`src/rtl/puf_kline_eval.sv`:
```
// K-line, N-stage multiplexer-permutation PUF with an evaluation controller.
// Each challenge is evaluated NEVAL times and each line is majority-voted.

module puf_kline_stage #(
  parameter int K = 4,
  parameter int S = 0
) (
  input  logic [K-1:0] din,
  input  logic         sel,
  output logic [K-1:0] dout
);

  // Both index maps are bijections when K is a power of two.
  for (genvar i = 0; i < K; i++) begin : g_line
    localparam int IA = (3 * i + S) % K;
    localparam int IB = (5 * i + S + 1) % K;
    assign dout[i] = sel ? din[IB] : din[IA];
  end

endmodule

module puf_kline_eval #(
  parameter int K          = 4,
  parameter int N          = 64,
  parameter int NEVAL      = 3,
  parameter int RST_CYC    = 2,
  parameter int SETTLE_CYC = 4
) (
  input  logic         iclk,
  input  logic         irst,
  input  logic         ivalid,
  output logic         ordy,
  input  logic [N-1:0] iC,
  input  logic         imode,
  input  logic [K-1:0] ipattern,
  output logic         ovalid,
  input  logic         iresp_ready,
  output logic [K-1:0] oresp,
  output logic [K-1:0] ounstable,
  output logic         obusy
);

  localparam int CW   = $clog2(NEVAL + 1);
  localparam int MAXC = (RST_CYC > SETTLE_CYC) ? RST_CYC : SETTLE_CYC;
  localparam int PW   = (MAXC > 1) ? $clog2(MAXC) : 1;

  localparam logic [CW-1:0] NEV      = CW'(NEVAL);
  localparam logic [CW-1:0] HALF     = CW'(NEVAL / 2);
  localparam logic [CW-1:0] ELAST    = CW'(NEVAL - 1);
  localparam logic [PW-1:0] DIS_LAST = PW'(RST_CYC - 1);
  localparam logic [PW-1:0] CHG_LAST = PW'(SETTLE_CYC - 1);

  typedef enum logic [2:0] {
    IDLE,
    DISCH,
    CHARGE,
    SAMPLE,
    DONE
  } state_t;

  state_t        state;
  logic [PW-1:0] phase;
  logic [CW-1:0] ecnt;
  logic [CW-1:0] cnt     [K];
  logic [CW-1:0] cnt_nxt [K];
  logic [N-1:0]  c_q;
  logic          mode_q;
  logic [K-1:0]  pat_q;
  logic          trig;
  logic [K-1:0]  resp_nxt;
  logic [K-1:0]  unst_nxt;

  logic [K-1:0]  launch;
  logic [K-1:0]  net [N+1];
  logic [K-1:0]  line;

  // Delay network: one stage instance per challenge bit, kept as hierarchy.
  assign launch = mode_q ? (pat_q & {K{trig}}) : {K{trig}};
  assign net[0] = launch;

  for (genvar s = 0; s < N; s++) begin : g_stage
    puf_kline_stage #(
      .K(K),
      .S(s)
    ) u_stage (
      .din (net[s]),
      .sel (c_q[s]),
      .dout(net[s+1])
    );
  end

  assign line = net[N];

  assign ordy  = (state == IDLE) && !irst;
  assign obusy = (state != IDLE);

  // NOTE: every output of this block is assigned on every pass, so no latch can be inferred.
  always_comb begin
    for (int j = 0; j < K; j++) begin
      cnt_nxt[j]  = cnt[j] + CW'(line[j]);
      resp_nxt[j] = (cnt_nxt[j] > HALF);
      unst_nxt[j] = (cnt_nxt[j] != '0) && (cnt_nxt[j] != NEV);
    end
  end

  // NOTE: sequential state uses non-blocking assignments so every register samples pre-edge values.
  always_ff @(posedge iclk or posedge irst) begin
    if (irst) begin
      state     <= IDLE;
      phase     <= '0;
      ecnt      <= '0;
      c_q       <= '0;
      mode_q    <= 1'b0;
      pat_q     <= '0;
      trig      <= 1'b0;
      ovalid    <= 1'b0;
      oresp     <= '0;
      ounstable <= '0;
      // NOTE: the vote counters are a small register array, not RAM, so resetting them is intended.
      for (int j = 0; j < K; j++) cnt[j] <= '0;
    end else begin
      case (state)
        IDLE: begin
          if (ivalid) begin
            c_q    <= iC;
            mode_q <= imode;
            pat_q  <= ipattern;
            ecnt   <= '0;
            phase  <= '0;
            trig   <= 1'b0;
            for (int j = 0; j < K; j++) cnt[j] <= '0;
            state  <= DISCH;
          end
        end
        DISCH: begin
          if (phase == DIS_LAST) begin
            phase <= '0;
            trig  <= 1'b1;
            state <= CHARGE;
          end else begin
            phase <= phase + 1'b1;
          end
        end
        CHARGE: begin
          if (phase == CHG_LAST) begin
            phase <= '0;
            state <= SAMPLE;
          end else begin
            phase <= phase + 1'b1;
          end
        end
        SAMPLE: begin
          for (int j = 0; j < K; j++) cnt[j] <= cnt_nxt[j];
          ecnt <= ecnt + 1'b1;
          trig <= 1'b0;
          if (ecnt == ELAST) begin
            // Vote on the updated counts so the last sample is included.
            ovalid    <= 1'b1;
            oresp     <= resp_nxt;
            ounstable <= unst_nxt;
            state     <= DONE;
          end else begin
            state <= DISCH;
          end
        end
        DONE: begin
          if (iresp_ready) begin
            ovalid <= 1'b0;
            state  <= IDLE;
          end
        end
        default: state <= IDLE;
      endcase
    end
  end

endmodule

```
`config.mk`:
```
export PLATFORM = sky130hd
export DESIGN_NAME = puf_kline_eval
export DESIGN_NICKNAME = d
export VERILOG_FILES = /design/src/rtl/puf_kline_eval.sv
export SDC_FILE = /design/constraint.sdc
export NUM_CORES = 1
export LEC_CHECK = 0
export ABC_CLOCK_PERIOD_IN_PS = 4000
export CORE_ASPECT_RATIO = 0.6
export CORE_MARGIN = 8
export CORE_UTILIZATION = 35
export CTS_CLUSTER_SIZE = 20
export DETAILED_ROUTE_END_ITERATION = 12
export RECOVER_POWER = 25
export SLEW_MARGIN = 20
export SYNTH_ARGS = -nofsm -noshare
export SYNTH_HDL_FRONTEND = slang
export SYNTH_SLANG_ARGS = --single-unit
```
`constraint.sdc`:
```
create_clock -name iclk -period 4 [get_ports iclk]
set_input_delay 0.8 -clock iclk [delete_from_list [all_inputs] [get_ports iclk]]
set_output_delay 0.8 -clock iclk [all_outputs]
set_load 0.1 [all_outputs]
```
==> results of run 1 <==
==> metrics by stage <==
step | utilization | setup TNS [ps]
after detailed placement | 0.431 | -21.3
after CTS | 0.453 | 0
after global routing | 0.470 | -402
final | 0.470 | 0
after global placement | 0.431 | 0
after floorplan | - | 0
==> kinds of logic after synthesis <==
| group | Yosys count |
|---|---|
| flops | 94 |
| mux | 29 |
| compound gates | 41 |
| xor+xnor | 67 |
| fa+ha+maj | 10 |
| simple gates | 277 |
| buf+inv | 31 |
==> layer usage <==
metal,GRT usage,part of all wire,up-vias
li1,-,-,1894
met3,0.0422,0.057,12
met5,0,0,-
met2,0.204,0.43,98
met4,0.0349,0.0089,0
met1,0.179,0.50,1801
==> critical path: stages (launching register included) <==
cell and delay, ps:
sky130_fd_sc_hd__dfrtp_1 410, sky130_fd_sc_hd__xnor2_2 170, sky130_fd_sc_hd__xnor3_2 540, sky130_fd_sc_hd__xor2_4 220, sky130_fd_sc_hd__mux2i_2 290, sky130_fd_sc_hd__mux2i_1 150, sky130_fd_sc_hd__a21oi_1 200, sky130_fd_sc_hd__a21oi_1 80
sky130_fd_sc_hd__mux2_4 360, sky130_fd_sc_hd__mux2i_4 160, sky130_fd_sc_hd__mux2i_1 120, sky130_fd_sc_hd__mux2i_1 250, sky130_fd_sc_hd__mux2i_1 130, sky130_fd_sc_hd__ha_2 220, sky130_fd_sc_hd__xnor2_2 160, sky130_fd_sc_hd__ha_1 260
sky130_fd_sc_hd__o21ai_0 190
==> timing repair <==
| action | in CTS | in global routing |
|---|---|---|
| endpoints found under the setup margin | 1 | 11 |
| gates resized for setup | 2 | 44 |
| setup buffers | 0 | 1 |
| pin swaps | 0 | 23 |
==> registers in the layout, summed over array words and instances, names as in the netlist <==
signal and cells:
cnt 8, ecnt 2, pat_q 4, c_q 64, phase 2, ovalid 1, trig 1, ounstable 4
state 3, oresp 4, mode_q 1
==> final timing paths <==
path | startpoint | to | slack [ps] | depth (start not counted)
worst max-delay path | c_q[15]$_DFFE_PP0P_ | ounstable[3]$_DFFE_PP0P_ | 9 | 16
min in group asynchronous | irst | state[2]$_DFFE_PP0P_ | 1490 | 2
max in group asynchronous | irst | c_q[61]$_DFFE_PP0P_ | 1530 | 3
worst min-delay path | ounstable[2]$_DFFE_PP0P_ | ounstable[2]$_DFFE_PP0P_ | 490 | 2
worst min register to register | ounstable[2]$_DFFE_PP0P_ | ounstable[2]$_DFFE_PP0P_ | 490 | 2
worst max register to register | c_q[15]$_DFFE_PP0P_ | ounstable[3]$_DFFE_PP0P_ | 9 | 16
==> layout make-up <==
| cell class | instances | area, µm² | area share |
|---|---|---|---|
| repair buffers | 88 | 878 | 0.138 |
| multi-input cells | 424 | 2620 | 0.411 |
| inverters | 6 | 23.8 | 0.00373 |
| well taps | 175 | 219 | 0.0343 |
| clock inverters | 7 | 57.6 | 0.00902 |
| flip-flops and latches | 94 | 2350 | 0.369 |
| clock buffers | 9 | 225 | 0.0353 |
==> cell usage in the layout (no fill, tap or decap), types with 3 or more instances in the layout <==
cell,synthesis,layout
sky130_fd_sc_hd__mux2i_4,0,4
sky130_fd_sc_hd__xnor2_2,1,7
sky130_fd_sc_hd__inv_1,6,5
sky130_fd_sc_hd__ha_2,0,4
sky130_fd_sc_hd__nand2_1,243,242
sky130_fd_sc_hd__xor2_1,18,16
sky130_fd_sc_hd__ha_1,10,6
sky130_fd_sc_hd__clkbuf_16,0,9
sky130_fd_sc_hd__nand2b_1,3,3
sky130_fd_sc_hd__xnor2_4,1,3
sky130_fd_sc_hd__buf_4,0,5
sky130_fd_sc_hd__mux2_4,0,4
sky130_fd_sc_hd__o21ai_0,16,14
sky130_fd_sc_hd__mux2i_2,0,9
sky130_fd_sc_hd__nand3_1,13,13
sky130_fd_sc_hd__mux2i_1,24,11
sky130_fd_sc_hd__a21oi_2,0,5
sky130_fd_sc_hd__dfrtp_1,94,94
sky130_fd_sc_hd__dlygate4sd3_1,0,3
sky130_fd_sc_hd__xnor2_1,44,36
sky130_fd_sc_hd__a21oi_1,15,10
sky130_fd_sc_hd__nor2_1,9,9
sky130_fd_sc_hd__nor3_1,5,5
sky130_fd_sc_hd__clkdlybuf4s50_1,0,79
==> results by group, run 1 <==
Global routing
  – Maximum number of pins on one net before global-route repair: ~50
  – Global-route wire length before repair: roughly 19000 µm
  – Leftover overflow at the end of global routing: 0
  – Number of global-route vias before repair: ~4.0k
  – Total track usage: 0.133
  – Antenna violations before repair: 0

Routing
  – Number of iterations in the first detailed-routing pass: 4
  – DRT antenna net count: 0
  – Starting DRT DRC Count: 201
  – Number of vias in the routed layout: around 3.8k
  – DRC violations left: 0
  – Routed via count divided by cell count: 4.74
  – DR WL/cell: about 15 µm
  – Total wire length: 11900 µm

Timing
  – Max Clock Freq: 251 MHz
  – Final worst-path setup slack: between 8 and 9 ps
  – Unrepaired setup endpoints after global routing: yes
  – Fin crit period: between 3000 and 4000 ps
  – Share of the cycle needed by the critical path after routing: 0.998
  – Total of endpoints with negative setup slack in the final report: 0
  – Slew at the pin closest to its max-slew limit: 2090 ps
  – Hold Fails Final Rpt: 0
  – Post-route clock skew: 8.24 ps
  – Worst max-slew margin expressed relative to the limit: -0.402
  – Hold Slack: 494 ps
  – Pins over their slew limit: 45

Clock tree
  – H-tree level count: 3
  – Clock tree from TritonCTS: done
  – Clock network latency to the later pin of the worst-skew pair: roughly 350 ps
  – Cts bufs inserted: 9
  – Maximum buffer depth of the clock tree: 2
  – Sink count of the clock tree: 94
  – Worst-path clk slew: 70 ps
  – CTS Root Cell: sky130_fd_sc_hd__clkbuf_16
  – Number of buffers added to fix hold violations after cts: 0

Outcome
  – Failing checks: max-capacitance violations, max-slew violations
  – Result of the run: finished, violations left

Flow run
  – Count of max-cap constraint violations: 1

Setup path
  – Worst setup path category: flop to flop
  – Arrival time of data at the critical path endpoint: 4240 ps
  – CP Data Required Time: 4250 ps
  – Critical path fanouts, max: 3
  – Type of element capturing the critical path: flop
  – CP Launch Type: flop

Synthesis
  – Share of the yosys chip area belonging to registers: 0.485
  – Leading area contributor after synthesis: sky130_fd_sc_hd__dfrtp_1
  – Ys flop type: sky130_fd_sc_hd__dfrtp_1
  – FFs w/ async S/R, synth: 1.00
  – Area share of the largest cell type after synthesis: 0.485
  – XOR/XNOR Fraction of Synth Area: 0.134
  – Area share of and/or/nand/nor cells after synthesis: 0.223
  – Most numerous cell in the Yosys netlist: sky130_fd_sc_hd__nand2_1
  – Area fraction in compound gates after synthesis: 0.0475
  – Largest family of logic cells by synthesized area: simple AND/OR/NAND/NOR gates
  – Number of synthesized flops with an enable pin: 0
  – Top post-synthesis cells by area: sky130_fd_sc_hd__dfrtp_1, sky130_fd_sc_hd__nand2_1, sky130_fd_sc_hd__xnor2_1
  – Cell count after synthesis: 549
  – Flop and latch count out of synthesis: 94
  – Commonest cells post-synth: sky130_fd_sc_hd__nand2_1, sky130_fd_sc_hd__dfrtp_1, sky130_fd_sc_hd__xnor2_1, sky130_fd_sc_hd__mux2i_1, sky130_fd_sc_hd__clkbuf_1
  – Average size of a mapped cell: roughly 8.8 µm²
  – Cell area after synthesis: roughly 4900 µm²
  – Yosys synthesis warning count: 0
  – Post-Syn Nets: 632
  – Distinct cells, synth: 33
  – Share of synthesized cell area in full adder, half adder and majority cells: 0.0258
  – Proportion of synthesized area in mux cells: 0.0611

Worst hold path
  – Class of the tightest hold or removal check: flop to flop

Cells and area
  – Layout-stage area growth over the synthesis result: 31.5%
  – Post-layout nets: slightly above 700
  – Fin area: 6380 µm²
  – Share of post-route cells with drive strength above 1: 0.107
  – Inserted Diodes: 0
  – Non-filler instance count after layout: around 800
  – Fill cell instance count of the final layout: between 1k and 1.5k

Placement
  – PortBufs: 83
  – Pre-CTS setup slack: -21.3 ps
  – GP Congestion: 0.775
  – Area of placed instances: 5850 µm²
  – Sum of net half-perimeters after detailed placement: 8560 µm
  – Placed Cells incl. Taps: between 700 and 800

Floorplanning
  – # IOs: 84
  – Die outline height: ~110 µm
  – Row count: 33
  – Initial core utilization: 0.357
  – Core outline area: 13600 µm²
  – Area enclosed by the die boundary: ~18000 µm²
  – Floorplan die width: 168 µm
Power of run 1 is left out: the tool's default activity adds up to more than one toggle a clock period on the data nets, which glitch-free logic cannot reach.
==> run 2: changes to the inputs <==
Settings changed: TNS_END_PERCENT set to 100.
==> results of run 2 <==
The final DEF is identical to that of run 1; final timing and power are the same.
Power of run 2 is left out for the same reason.
